**src/rtl/wisc_decode_pipe_if.sv**
```systemverilog
// Decode-stage bus: IF/ID inputs, writeback port, hazard/branch outputs and the ID/EX register.
interface wisc_decode_pipe_if #(
    parameter int unsigned DATA_W = 16,
    parameter int unsigned PC_W   = 16
);
    logic              ifid_valid;
    logic [15:0]       ifid_instr;
    logic [PC_W-1:0]   ifid_pc_two;
    logic [2:0]        flags;
    logic              ex_stall;
    logic              wb_we;
    logic [3:0]        wb_rd;
    logic [DATA_W-1:0] wb_data;

    logic              stall_if;
    logic              br_taken;
    logic              flush_if;
    logic [PC_W-1:0]   br_target;

    logic              idex_valid;
    logic [3:0]        idex_opcode;
    logic [3:0]        idex_rd;
    logic [3:0]        idex_rs;
    logic [3:0]        idex_rt;
    logic [DATA_W-1:0] idex_data1;
    logic [DATA_W-1:0] idex_data2;
    logic [DATA_W-1:0] idex_imm;
    logic              idex_regwrite;
    logic              idex_memread;
    logic              idex_memwrite;
    logic              idex_memtoreg;
    logic              idex_alusrc;
    logic              idex_hlt;
    logic [PC_W-1:0]   idex_pc_two;

    modport master (
        output ifid_valid, ifid_instr, ifid_pc_two, flags, ex_stall, wb_we, wb_rd, wb_data,
        input  stall_if, br_taken, flush_if, br_target,
        input  idex_valid, idex_opcode, idex_rd, idex_rs, idex_rt, idex_data1, idex_data2,
        input  idex_imm, idex_regwrite, idex_memread, idex_memwrite, idex_memtoreg,
        input  idex_alusrc, idex_hlt, idex_pc_two
    );

    modport slave (
        input  ifid_valid, ifid_instr, ifid_pc_two, flags, ex_stall, wb_we, wb_rd, wb_data,
        output stall_if, br_taken, flush_if, br_target,
        output idex_valid, idex_opcode, idex_rd, idex_rs, idex_rt, idex_data1, idex_data2,
        output idex_imm, idex_regwrite, idex_memread, idex_memwrite, idex_memtoreg,
        output idex_alusrc, idex_hlt, idex_pc_two
    );
endinterface

```
**src/rtl/wisc_decode_pipe.sv**
```systemverilog
// WISC decode stage: register file, instruction decode, hazard detection,
// branch resolution in decode and the ID/EX pipeline register.
module wisc_decode_pipe #(
    parameter int unsigned DATA_W    = 16,
    parameter int unsigned PC_W      = 16,
    parameter bit          WB_BYPASS = 1'b1
) (
    input logic               i_clk,
    input logic               i_rst,
    wisc_decode_pipe_if.slave io_bus
);
    localparam logic [3:0] OP_SLL = 4'h4, OP_SRA = 4'h5, OP_ROR = 4'h6;
    localparam logic [3:0] OP_LW  = 4'h8, OP_SW  = 4'h9, OP_LLB = 4'hA, OP_LHB = 4'hB;
    localparam logic [3:0] OP_B   = 4'hC, OP_BR  = 4'hD, OP_PCS = 4'hE, OP_HLT = 4'hF;

    logic [DATA_W-1:0] r_rf [16];
    logic              r_valid, r_regwrite, r_memread, r_memwrite, r_memtoreg, r_alusrc, r_hlt;
    logic [3:0]        r_opcode, r_rd, r_rs, r_rt;
    logic [DATA_W-1:0] r_data1, r_data2, r_imm;
    logic [PC_W-1:0]   r_pc_two;
    logic              r_halted;

    logic [3:0]        w_op, w_rd, w_rs, w_rt, w_a1, w_a2;
    logic              w_is_alu, w_is_shift, w_is_ll, w_is_lw, w_is_sw, w_is_b, w_is_br, w_is_hlt;
    logic              w_use1, w_use2, w_regwrite, w_alusrc;
    logic [DATA_W-1:0] w_rd1, w_rd2, w_imm;
    logic              w_cond, w_load_use, w_flag_hz, w_br_hz, w_hz, w_br_taken;
    logic [PC_W-1:0]   w_target;

    assign w_op = io_bus.ifid_instr[15:12];
    assign w_rd = io_bus.ifid_instr[11:8];
    assign w_rs = io_bus.ifid_instr[7:4];
    assign w_rt = io_bus.ifid_instr[3:0];

    // Opcode classification, read-port selection and immediate generation
    always_comb begin
        w_is_alu   = (w_op[3] == 1'b0);
        w_is_shift = (w_op == OP_SLL) || (w_op == OP_SRA) || (w_op == OP_ROR);
        w_is_ll    = (w_op == OP_LLB) || (w_op == OP_LHB);
        w_is_lw    = (w_op == OP_LW);
        w_is_sw    = (w_op == OP_SW);
        w_is_b     = (w_op == OP_B);
        w_is_br    = (w_op == OP_BR);
        w_is_hlt   = (w_op == OP_HLT);
        w_a1       = w_is_ll ? w_rd : w_rs;
        w_a2       = w_is_sw ? w_rd : w_rt;
        w_use1     = w_is_alu || w_is_lw || w_is_sw || w_is_ll || w_is_br;
        w_use2     = w_is_alu || w_is_sw;
        w_regwrite = w_is_alu || w_is_lw || w_is_ll || (w_op == OP_PCS);
        w_alusrc   = w_is_lw || w_is_sw || w_is_shift || w_is_ll;
        w_imm      = '0;
        if (w_is_lw || w_is_sw)
            w_imm = {{(DATA_W-5){io_bus.ifid_instr[3]}}, io_bus.ifid_instr[3:0], 1'b0};
        else if (w_is_shift)
            w_imm = {{(DATA_W-4){1'b0}}, io_bus.ifid_instr[3:0]};
        else if (w_is_ll)
            w_imm = {{(DATA_W-8){1'b0}}, io_bus.ifid_instr[7:0]};
    end

    // Register reads; R0 is hard zero and the bypass never forwards a write to R0
    always_comb begin
        w_rd1 = r_rf[w_a1];
        w_rd2 = r_rf[w_a2];
        if (w_a1 == 4'd0)
            w_rd1 = '0;
        else if (WB_BYPASS && io_bus.wb_we && (io_bus.wb_rd == w_a1))
            w_rd1 = io_bus.wb_data;
        if (w_a2 == 4'd0)
            w_rd2 = '0;
        else if (WB_BYPASS && io_bus.wb_we && (io_bus.wb_rd == w_a2))
            w_rd2 = io_bus.wb_data;
    end

    // Hazards against the instruction currently in ID/EX
    always_comb begin
        w_load_use = r_memread && (r_rd != 4'd0) &&
                     ((w_use1 && (r_rd == w_a1)) || (w_use2 && (r_rd == w_a2)));
        w_flag_hz  = (w_is_b || w_is_br) && (r_opcode inside {4'h0, 4'h1, 4'h2, 4'h4, 4'h5, 4'h6});
        w_br_hz    = w_is_br && r_regwrite && (r_rd == w_rs) && (w_rs != 4'd0);
        w_hz       = io_bus.ifid_valid && r_valid && (w_load_use || w_flag_hz || w_br_hz);
    end

    // Branch condition on {Z,V,N} and target selection
    always_comb begin
        w_cond = 1'b1;
        case (io_bus.ifid_instr[11:9])
            3'b000:  w_cond = !io_bus.flags[2];
            3'b001:  w_cond = io_bus.flags[2];
            3'b010:  w_cond = !io_bus.flags[2] && !io_bus.flags[0];
            3'b011:  w_cond = io_bus.flags[0];
            3'b100:  w_cond = io_bus.flags[2] || (!io_bus.flags[2] && !io_bus.flags[0]);
            3'b101:  w_cond = io_bus.flags[2] || io_bus.flags[0];
            3'b110:  w_cond = io_bus.flags[1];
            default: w_cond = 1'b1;
        endcase
        w_target = w_is_br ? PC_W'(w_rd1) :
                   io_bus.ifid_pc_two + {{(PC_W-10){io_bus.ifid_instr[8]}}, io_bus.ifid_instr[8:0], 1'b0};
        w_br_taken = io_bus.ifid_valid && (w_is_b || w_is_br) && w_cond && !io_bus.ex_stall &&
                     !w_hz && !r_halted && !i_rst;
    end

    // Register file write port
    always_ff @(posedge i_clk) begin
        if (i_rst) begin
            for (int i = 0; i < 16; i++) r_rf[i] <= '0;
        end else if (io_bus.wb_we && (io_bus.wb_rd != 4'd0)) begin
            r_rf[io_bus.wb_rd] <= io_bus.wb_data;
        end
    end

    // ID/EX register: reset > downstream stall > bubble > load decode
    always_ff @(posedge i_clk) begin
        if (i_rst) begin
            r_valid <= 1'b0; r_opcode <= '0; r_rd <= '0; r_rs <= '0; r_rt <= '0;
            r_data1 <= '0; r_data2 <= '0; r_imm <= '0; r_pc_two <= '0;
            r_regwrite <= 1'b0; r_memread <= 1'b0; r_memwrite <= 1'b0;
            r_memtoreg <= 1'b0; r_alusrc <= 1'b0; r_hlt <= 1'b0; r_halted <= 1'b0;
        end else if (!io_bus.ex_stall) begin
            if (w_hz || r_halted || !io_bus.ifid_valid) begin
                r_valid <= 1'b0; r_opcode <= '0; r_rd <= '0; r_rs <= '0; r_rt <= '0;
                r_data1 <= '0; r_data2 <= '0; r_imm <= '0; r_pc_two <= '0;
                r_regwrite <= 1'b0; r_memread <= 1'b0; r_memwrite <= 1'b0;
                r_memtoreg <= 1'b0; r_alusrc <= 1'b0; r_hlt <= 1'b0;
            end else begin
                r_valid    <= 1'b1;
                r_opcode   <= w_op;
                r_rd       <= w_rd;
                r_rs       <= w_rs;
                r_rt       <= w_rt;
                r_data1    <= w_rd1;
                r_data2    <= w_rd2;
                r_imm      <= w_imm;
                r_pc_two   <= io_bus.ifid_pc_two;
                r_regwrite <= w_regwrite;
                r_memread  <= w_is_lw;
                r_memwrite <= w_is_sw;
                r_memtoreg <= w_is_lw;
                r_alusrc   <= w_alusrc;
                r_hlt      <= w_is_hlt;
                if (w_is_hlt) r_halted <= 1'b1;
            end
        end
    end

    assign io_bus.stall_if      = io_bus.ex_stall || w_hz || r_halted;
    assign io_bus.br_taken      = w_br_taken;
    assign io_bus.flush_if      = w_br_taken;
    assign io_bus.br_target     = w_target;
    assign io_bus.idex_valid    = r_valid;
    assign io_bus.idex_opcode   = r_opcode;
    assign io_bus.idex_rd       = r_rd;
    assign io_bus.idex_rs       = r_rs;
    assign io_bus.idex_rt       = r_rt;
    assign io_bus.idex_data1    = r_data1;
    assign io_bus.idex_data2    = r_data2;
    assign io_bus.idex_imm      = r_imm;
    assign io_bus.idex_regwrite = r_regwrite;
    assign io_bus.idex_memread  = r_memread;
    assign io_bus.idex_memwrite = r_memwrite;
    assign io_bus.idex_memtoreg = r_memtoreg;
    assign io_bus.idex_alusrc   = r_alusrc;
    assign io_bus.idex_hlt      = r_hlt;
    assign io_bus.idex_pc_two   = r_pc_two;
endmodule

```
**src/flat_wrapper.sv**
```systemverilog
// flat-port wrapper written by rule: the top's interface ports become plain ports
module wisc_decode_pipe_flat 
#(
    parameter int unsigned DATA_W    = 16,
    parameter int unsigned PC_W      = 16,
    parameter bit          WB_BYPASS = 1'b1
)
  (i_clk, i_rst, io_bus_ifid_valid, io_bus_ifid_instr, io_bus_ifid_pc_two, io_bus_flags, io_bus_ex_stall, io_bus_wb_we, io_bus_wb_rd, io_bus_wb_data, io_bus_stall_if, io_bus_br_taken, io_bus_flush_if, io_bus_br_target, io_bus_idex_valid, io_bus_idex_opcode, io_bus_idex_rd, io_bus_idex_rs, io_bus_idex_rt, io_bus_idex_data1, io_bus_idex_data2, io_bus_idex_imm, io_bus_idex_regwrite, io_bus_idex_memread, io_bus_idex_memwrite, io_bus_idex_memtoreg, io_bus_idex_alusrc, io_bus_idex_hlt, io_bus_idex_pc_two);
  wisc_decode_pipe_if #(.DATA_W(DATA_W), .PC_W(PC_W)) io_bus_i ();
  input logic i_clk;
  input logic i_rst;
  input wire logic [$bits(io_bus_i.ifid_valid)-1:0] io_bus_ifid_valid;
  input wire logic [$bits(io_bus_i.ifid_instr)-1:0] io_bus_ifid_instr;
  input wire logic [$bits(io_bus_i.ifid_pc_two)-1:0] io_bus_ifid_pc_two;
  input wire logic [$bits(io_bus_i.flags)-1:0] io_bus_flags;
  input wire logic [$bits(io_bus_i.ex_stall)-1:0] io_bus_ex_stall;
  input wire logic [$bits(io_bus_i.wb_we)-1:0] io_bus_wb_we;
  input wire logic [$bits(io_bus_i.wb_rd)-1:0] io_bus_wb_rd;
  input wire logic [$bits(io_bus_i.wb_data)-1:0] io_bus_wb_data;
  output wire logic [$bits(io_bus_i.stall_if)-1:0] io_bus_stall_if;
  output wire logic [$bits(io_bus_i.br_taken)-1:0] io_bus_br_taken;
  output wire logic [$bits(io_bus_i.flush_if)-1:0] io_bus_flush_if;
  output wire logic [$bits(io_bus_i.br_target)-1:0] io_bus_br_target;
  output wire logic [$bits(io_bus_i.idex_valid)-1:0] io_bus_idex_valid;
  output wire logic [$bits(io_bus_i.idex_opcode)-1:0] io_bus_idex_opcode;
  output wire logic [$bits(io_bus_i.idex_rd)-1:0] io_bus_idex_rd;
  output wire logic [$bits(io_bus_i.idex_rs)-1:0] io_bus_idex_rs;
  output wire logic [$bits(io_bus_i.idex_rt)-1:0] io_bus_idex_rt;
  output wire logic [$bits(io_bus_i.idex_data1)-1:0] io_bus_idex_data1;
  output wire logic [$bits(io_bus_i.idex_data2)-1:0] io_bus_idex_data2;
  output wire logic [$bits(io_bus_i.idex_imm)-1:0] io_bus_idex_imm;
  output wire logic [$bits(io_bus_i.idex_regwrite)-1:0] io_bus_idex_regwrite;
  output wire logic [$bits(io_bus_i.idex_memread)-1:0] io_bus_idex_memread;
  output wire logic [$bits(io_bus_i.idex_memwrite)-1:0] io_bus_idex_memwrite;
  output wire logic [$bits(io_bus_i.idex_memtoreg)-1:0] io_bus_idex_memtoreg;
  output wire logic [$bits(io_bus_i.idex_alusrc)-1:0] io_bus_idex_alusrc;
  output wire logic [$bits(io_bus_i.idex_hlt)-1:0] io_bus_idex_hlt;
  output wire logic [$bits(io_bus_i.idex_pc_two)-1:0] io_bus_idex_pc_two;
  assign io_bus_i.ifid_valid = io_bus_ifid_valid;
  assign io_bus_i.ifid_instr = io_bus_ifid_instr;
  assign io_bus_i.ifid_pc_two = io_bus_ifid_pc_two;
  assign io_bus_i.flags = io_bus_flags;
  assign io_bus_i.ex_stall = io_bus_ex_stall;
  assign io_bus_i.wb_we = io_bus_wb_we;
  assign io_bus_i.wb_rd = io_bus_wb_rd;
  assign io_bus_i.wb_data = io_bus_wb_data;
  assign io_bus_stall_if = io_bus_i.stall_if;
  assign io_bus_br_taken = io_bus_i.br_taken;
  assign io_bus_flush_if = io_bus_i.flush_if;
  assign io_bus_br_target = io_bus_i.br_target;
  assign io_bus_idex_valid = io_bus_i.idex_valid;
  assign io_bus_idex_opcode = io_bus_i.idex_opcode;
  assign io_bus_idex_rd = io_bus_i.idex_rd;
  assign io_bus_idex_rs = io_bus_i.idex_rs;
  assign io_bus_idex_rt = io_bus_i.idex_rt;
  assign io_bus_idex_data1 = io_bus_i.idex_data1;
  assign io_bus_idex_data2 = io_bus_i.idex_data2;
  assign io_bus_idex_imm = io_bus_i.idex_imm;
  assign io_bus_idex_regwrite = io_bus_i.idex_regwrite;
  assign io_bus_idex_memread = io_bus_i.idex_memread;
  assign io_bus_idex_memwrite = io_bus_i.idex_memwrite;
  assign io_bus_idex_memtoreg = io_bus_i.idex_memtoreg;
  assign io_bus_idex_alusrc = io_bus_i.idex_alusrc;
  assign io_bus_idex_hlt = io_bus_i.idex_hlt;
  assign io_bus_idex_pc_two = io_bus_i.idex_pc_two;
  wisc_decode_pipe #(.DATA_W(DATA_W), .PC_W(PC_W), .WB_BYPASS(WB_BYPASS)) u_core (.i_clk(i_clk), .i_rst(i_rst), .io_bus(io_bus_i));
endmodule
```
**config.mk**
```make
export PLATFORM = sky130hd
export DESIGN_NAME = wisc_decode_pipe_flat
export DESIGN_NICKNAME = d
export VERILOG_FILES = /design/src/rtl/wisc_decode_pipe_if.sv /design/src/rtl/wisc_decode_pipe.sv /design/src/flat_wrapper.sv
export SDC_FILE = /design/constraint.sdc
export NUM_CORES = 1
export LEC_CHECK = 0
export CAP_MARGIN = 15
export CORE_UTILIZATION = 40
export DETAILED_ROUTE_END_ITERATION = 6
export GPL_ROUTABILITY_DRIVEN = 0
export PLACE_DENSITY_LB_ADDON = 0.25
export SYNTH_ARGS = -nofsm -noshare
export SYNTH_HDL_FRONTEND = slang
export SYNTH_SLANG_ARGS = --single-unit
```
**constraint.sdc**
```tcl
create_clock -name i_clk -period 6.15 [get_ports i_clk]
set_clock_uncertainty 0.05 [all_clocks]
set_input_delay 0.9225 -clock i_clk [delete_from_list [all_inputs] [get_ports i_clk]]
set_output_delay 0.9225 -clock i_clk [all_outputs]
set_load 0.01 [all_outputs]
```
==> flow_summary.ini <==
[run_status]
status = finished, final reports clean

[drt]
dr_total_vias = 15400
drtIter0Drc = 1907
wire_per_inst_um = 25.7
viasPerCell = 6.02
route.detailed.drc = 0
ant_nets = 0
drt_wl_total_mm = 65.6
dr.pass1.iters = 6

[yosys]
synth-seq-cells = 336
synth_cell_type_count = 77
yosysWarnings = 0
synth_top_family_by_area = simple AND/OR/NAND/NOR gates
syn-instance-count = 1815
synth_mux_area_share_pct = 7.73
syn_area_per_cell_um2 = 10.1
synth_area_um2 = 18400
yosysSeqAreaShare_pct = 50.5
synth_edf_count = 256
ys.flop_type = edfxtp_1
yosys.area_share.adder_pct = 1.06
synth-compound-area-share_pct = 13.5
synth-simple-area-share_pct = 21.3
synthArstFlopShare_pct = 0
synth-xor-area-share_pct = 1.29

[cells_and_area]
syn_to_final_growth_pct = 19.1
postLayoutCellArea_um2 = 21900
diodes = 0
final_nets = 2011
drive_gt1_share_pct = 9.55
utilization_pct = 48.3

[placed_design]
placedInstanceArea_um2 = 20700
hpwl_mm = 41.4
io_buffer_count = 165

[setup_path]
cp-end-kind = output port
path_buf_inv = 2
worstPathMaxFanout = 16
cp_top_family = compound AO/OA/AOI/OAI gates
critPathSlowestCell = o211ai_2
slowest_delay_ns = 1.03
cp.arrival_ns = 4.98
worst-setup-path-type = primary input to output port
cp_cell_sequence = clkdlybuf4s50_1, xor2_1, a2111oi_0, mux2i_1, o211ai_2, o21ai_1, mux2_2, clkdlybuf4s50_1
startpoint_type = primary input
cp.required_ns = 5.18
crit_top_cell = clkdlybuf4s50_1

[clock_network]
root_buffer = clkbuf_16
worst_skew_pair.late_latency_ns = 0.55
clockBufferDepth = 3
path_clk_slew_ns = 0.06
numCtsBuffers = 38
cts_hold_buf = 0
cts_setup_buffers = 0
h-tree-depth = 2
clock-sinks = 336
cts_tree = built
cts_resized = 0

[power_and_ir_drop]
ir_drop_v = 0.000207
p_sw_share_pct = 28.0
p_per_area_nw_per_um2 = 265
p_leak_nw = 8.14
clkPwrFrac_pct = 37.5
power_w = 0.00580
power_switching_w = 0.00162
p_int_w = 0.00418
combPwrFrac_pct = 16.9
seqPwrFrac_pct = 45.6

[floorplanning]
core_um2 = 45400
io_pins = 166
initial_core_util_pct = 40.5
die_y_um = 216
die_area_um2 = 46900
num_rows = 78
dieWidth_um = 216

[timing]
setup-tns-final_ns = 0
rsz0062_at_grt = no
layout_min_cycle_time_ns = 5.95
worstMarginPinSlew_ns = 1.25
max_freq_mhz = 168
timing.hold.ws_ns = 0.394
maxSlewViolCount = 0
finalCritPeriodShare_pct = 96.8
setup_violations = 0
slew-limit-headroom_pct = 16.4
hold_viol = 0

[global_route]
overflow = 0
grt_antenna_before_repair = 1
grt_max_degree = 67
grt_pass1_wl_mm = 95.4
grt_pass1_vias = 14600
grt_use_total_pct = 27.6

[worst_hold_path]
hp-class = flip-flop to flip-flop

[flow_run]
maxCapViolCount = 0
## worst paths after layout
kind	startpoint	end	slack, ns	cells after the start
hold / removal	u_core.io_bus.idex_data2[5]	u_core.io_bus.idex_data2[5]	0.39	2
hold reg to reg	u_core.io_bus.idex_data2[5]	u_core.io_bus.idex_data2[5]	0.39	2
setup / recovery	io_bus_wb_rd[2]	io_bus_br_target[15]	0.20	8
setup reg to reg	u_core.io_bus.idex_rd[3]	u_core.io_bus.idex_data2[14]	2.80	8
## cells in the final DEF, fill, tap and decap left out, types with 5 or more instances in the layout
cell type / instances
a2111oi_0: 12
a21boi_1: 6
a21o_1: 5
a21oi_1: 22
a22o_1: 41
a22oi_1: 23
a311oi_1: 9
a31oi_1: 13
a32oi_1: 78
and2_0: 8
and2_1: 243
buf_12: 5
buf_4: 60
clkbuf_1: 5
clkbuf_16: 40
clkbuf_8: 5
clkdlybuf4s50_1: 164
clkinv_2: 6
conb_1: 16
dfxtp_1: 80
edfxtp_1: 256
ha_1: 14
inv_1: 15
mux2_2: 17
mux2i_1: 112
nand2_1: 360
nand2b_1: 5
nand3_1: 69
nand4_1: 27
nor2_1: 31
nor2_2: 5
nor2b_1: 5
o21ai_0: 23
o21ai_1: 32
o221ai_1: 11
o31a_1: 8
or2_2: 19
xnor2_1: 13
xor2_1: 14
## per-layer routing
layer / part of all wire (%) / GRT usage [%]
met5: 0.015 / 0
met1: 40 / 36.2
met4: 5.6 / 15.6
met2: 45 / 43.2
met3: 9.8 / 4.44
## logic make-up after synthesis
group,after synthesis
AND/OR/NAND/NOR,795
flip-flops,336
AO/OA/AOI/OAI,322
buffers and inverters,181
multiplexers,138
XOR/XNOR,27
adder cells (fa/ha/maj),15
other,1
## through the flow
| stage | cells | worst slack [ns] |
|---|---|---|
| after floorplan | 1830 | 2.12 |
| after global placement | 2496 | 0.487 |
| after detailed placement | 2496 | 0.375 |
| after CTS | 2559 | 0.370 |
| after global routing | 2559 | 0.185 |
| final | 2559 | 0.198 |
## Yosys cell counts (15+ instances only)
library cell,n,area (µm²)
dfxtp_1,80,1600
a22oi_1,23,173
a22o_1,41,359
a21oi_1,22,110
mux2i_1,115,1150
buf_2,48,240
and2_1,243,1520
o21ai_1,32,160
o21ai_0,24,120
or2_2,19,119
nand3_1,69,345
nand4_1,27,169
nor2_1,36,135
nand2_1,360,1350
buf_4,22,165
edfxtp_1,256,7690
a32oi_1,78,683
mux2_2,17,191
clkbuf_1,85,319
inv_1,15,56.3
## power groups by stage
stage	clock network [W]	logic [W]	registers [W]
6_report	0.00218	0.000983	0.00265
5_1_grt	0.00227	0.00103	0.00266
4_1_cts	0.00219	0.000967	0.00264
3_5_place_dp	0	0.000963	0.00269
3_3_place_gp	0	0.000955	0.00269
2_1_floorplan	0	0.000534	0.00267
## worst min-delay path: cells and delay by family, from the launching register on
kind	cells	cell delay (ns)
flip-flops	1	0.31
AO/OA/AOI/OAI	1	0.05
AND/OR/NAND/NOR	1	0.05
## flip-flops by register name (all words and copies together) (netlist names)
register and flops:
u_core.io_bus.idex_memwrite 1, u_core.io_bus.idex_alusrc 1, u_core.r_rf 256, u_core.io_bus.idex_rs 4, u_core.io_bus.idex_imm 9, u_core.io_bus.idex_rt 4, u_core.r_halted 1, u_core.io_bus.idex_memread 1
u_core.io_bus.idex_data1 16, u_core.io_bus.idex_opcode 4, u_core.io_bus.idex_data2 16, u_core.io_bus.idex_rd 4, u_core.io_bus.idex_valid 1, u_core.io_bus.idex_hlt 1, u_core.io_bus.idex_regwrite 1, u_core.io_bus.idex_pc_two 16
## layout make-up
cell class	count	area, µm²
Clock inverter	11	53.8
Inverter	17	63.8
Timing Repair Buffer	230	2200
Multi-Input combinational cell	1313	8450
Clock buffer	52	1100
Tap cell	600	751
Sequential cell	336	9290
Fill cell	4154	23500
Note: power is estimated with default switching activity, not from simulation.
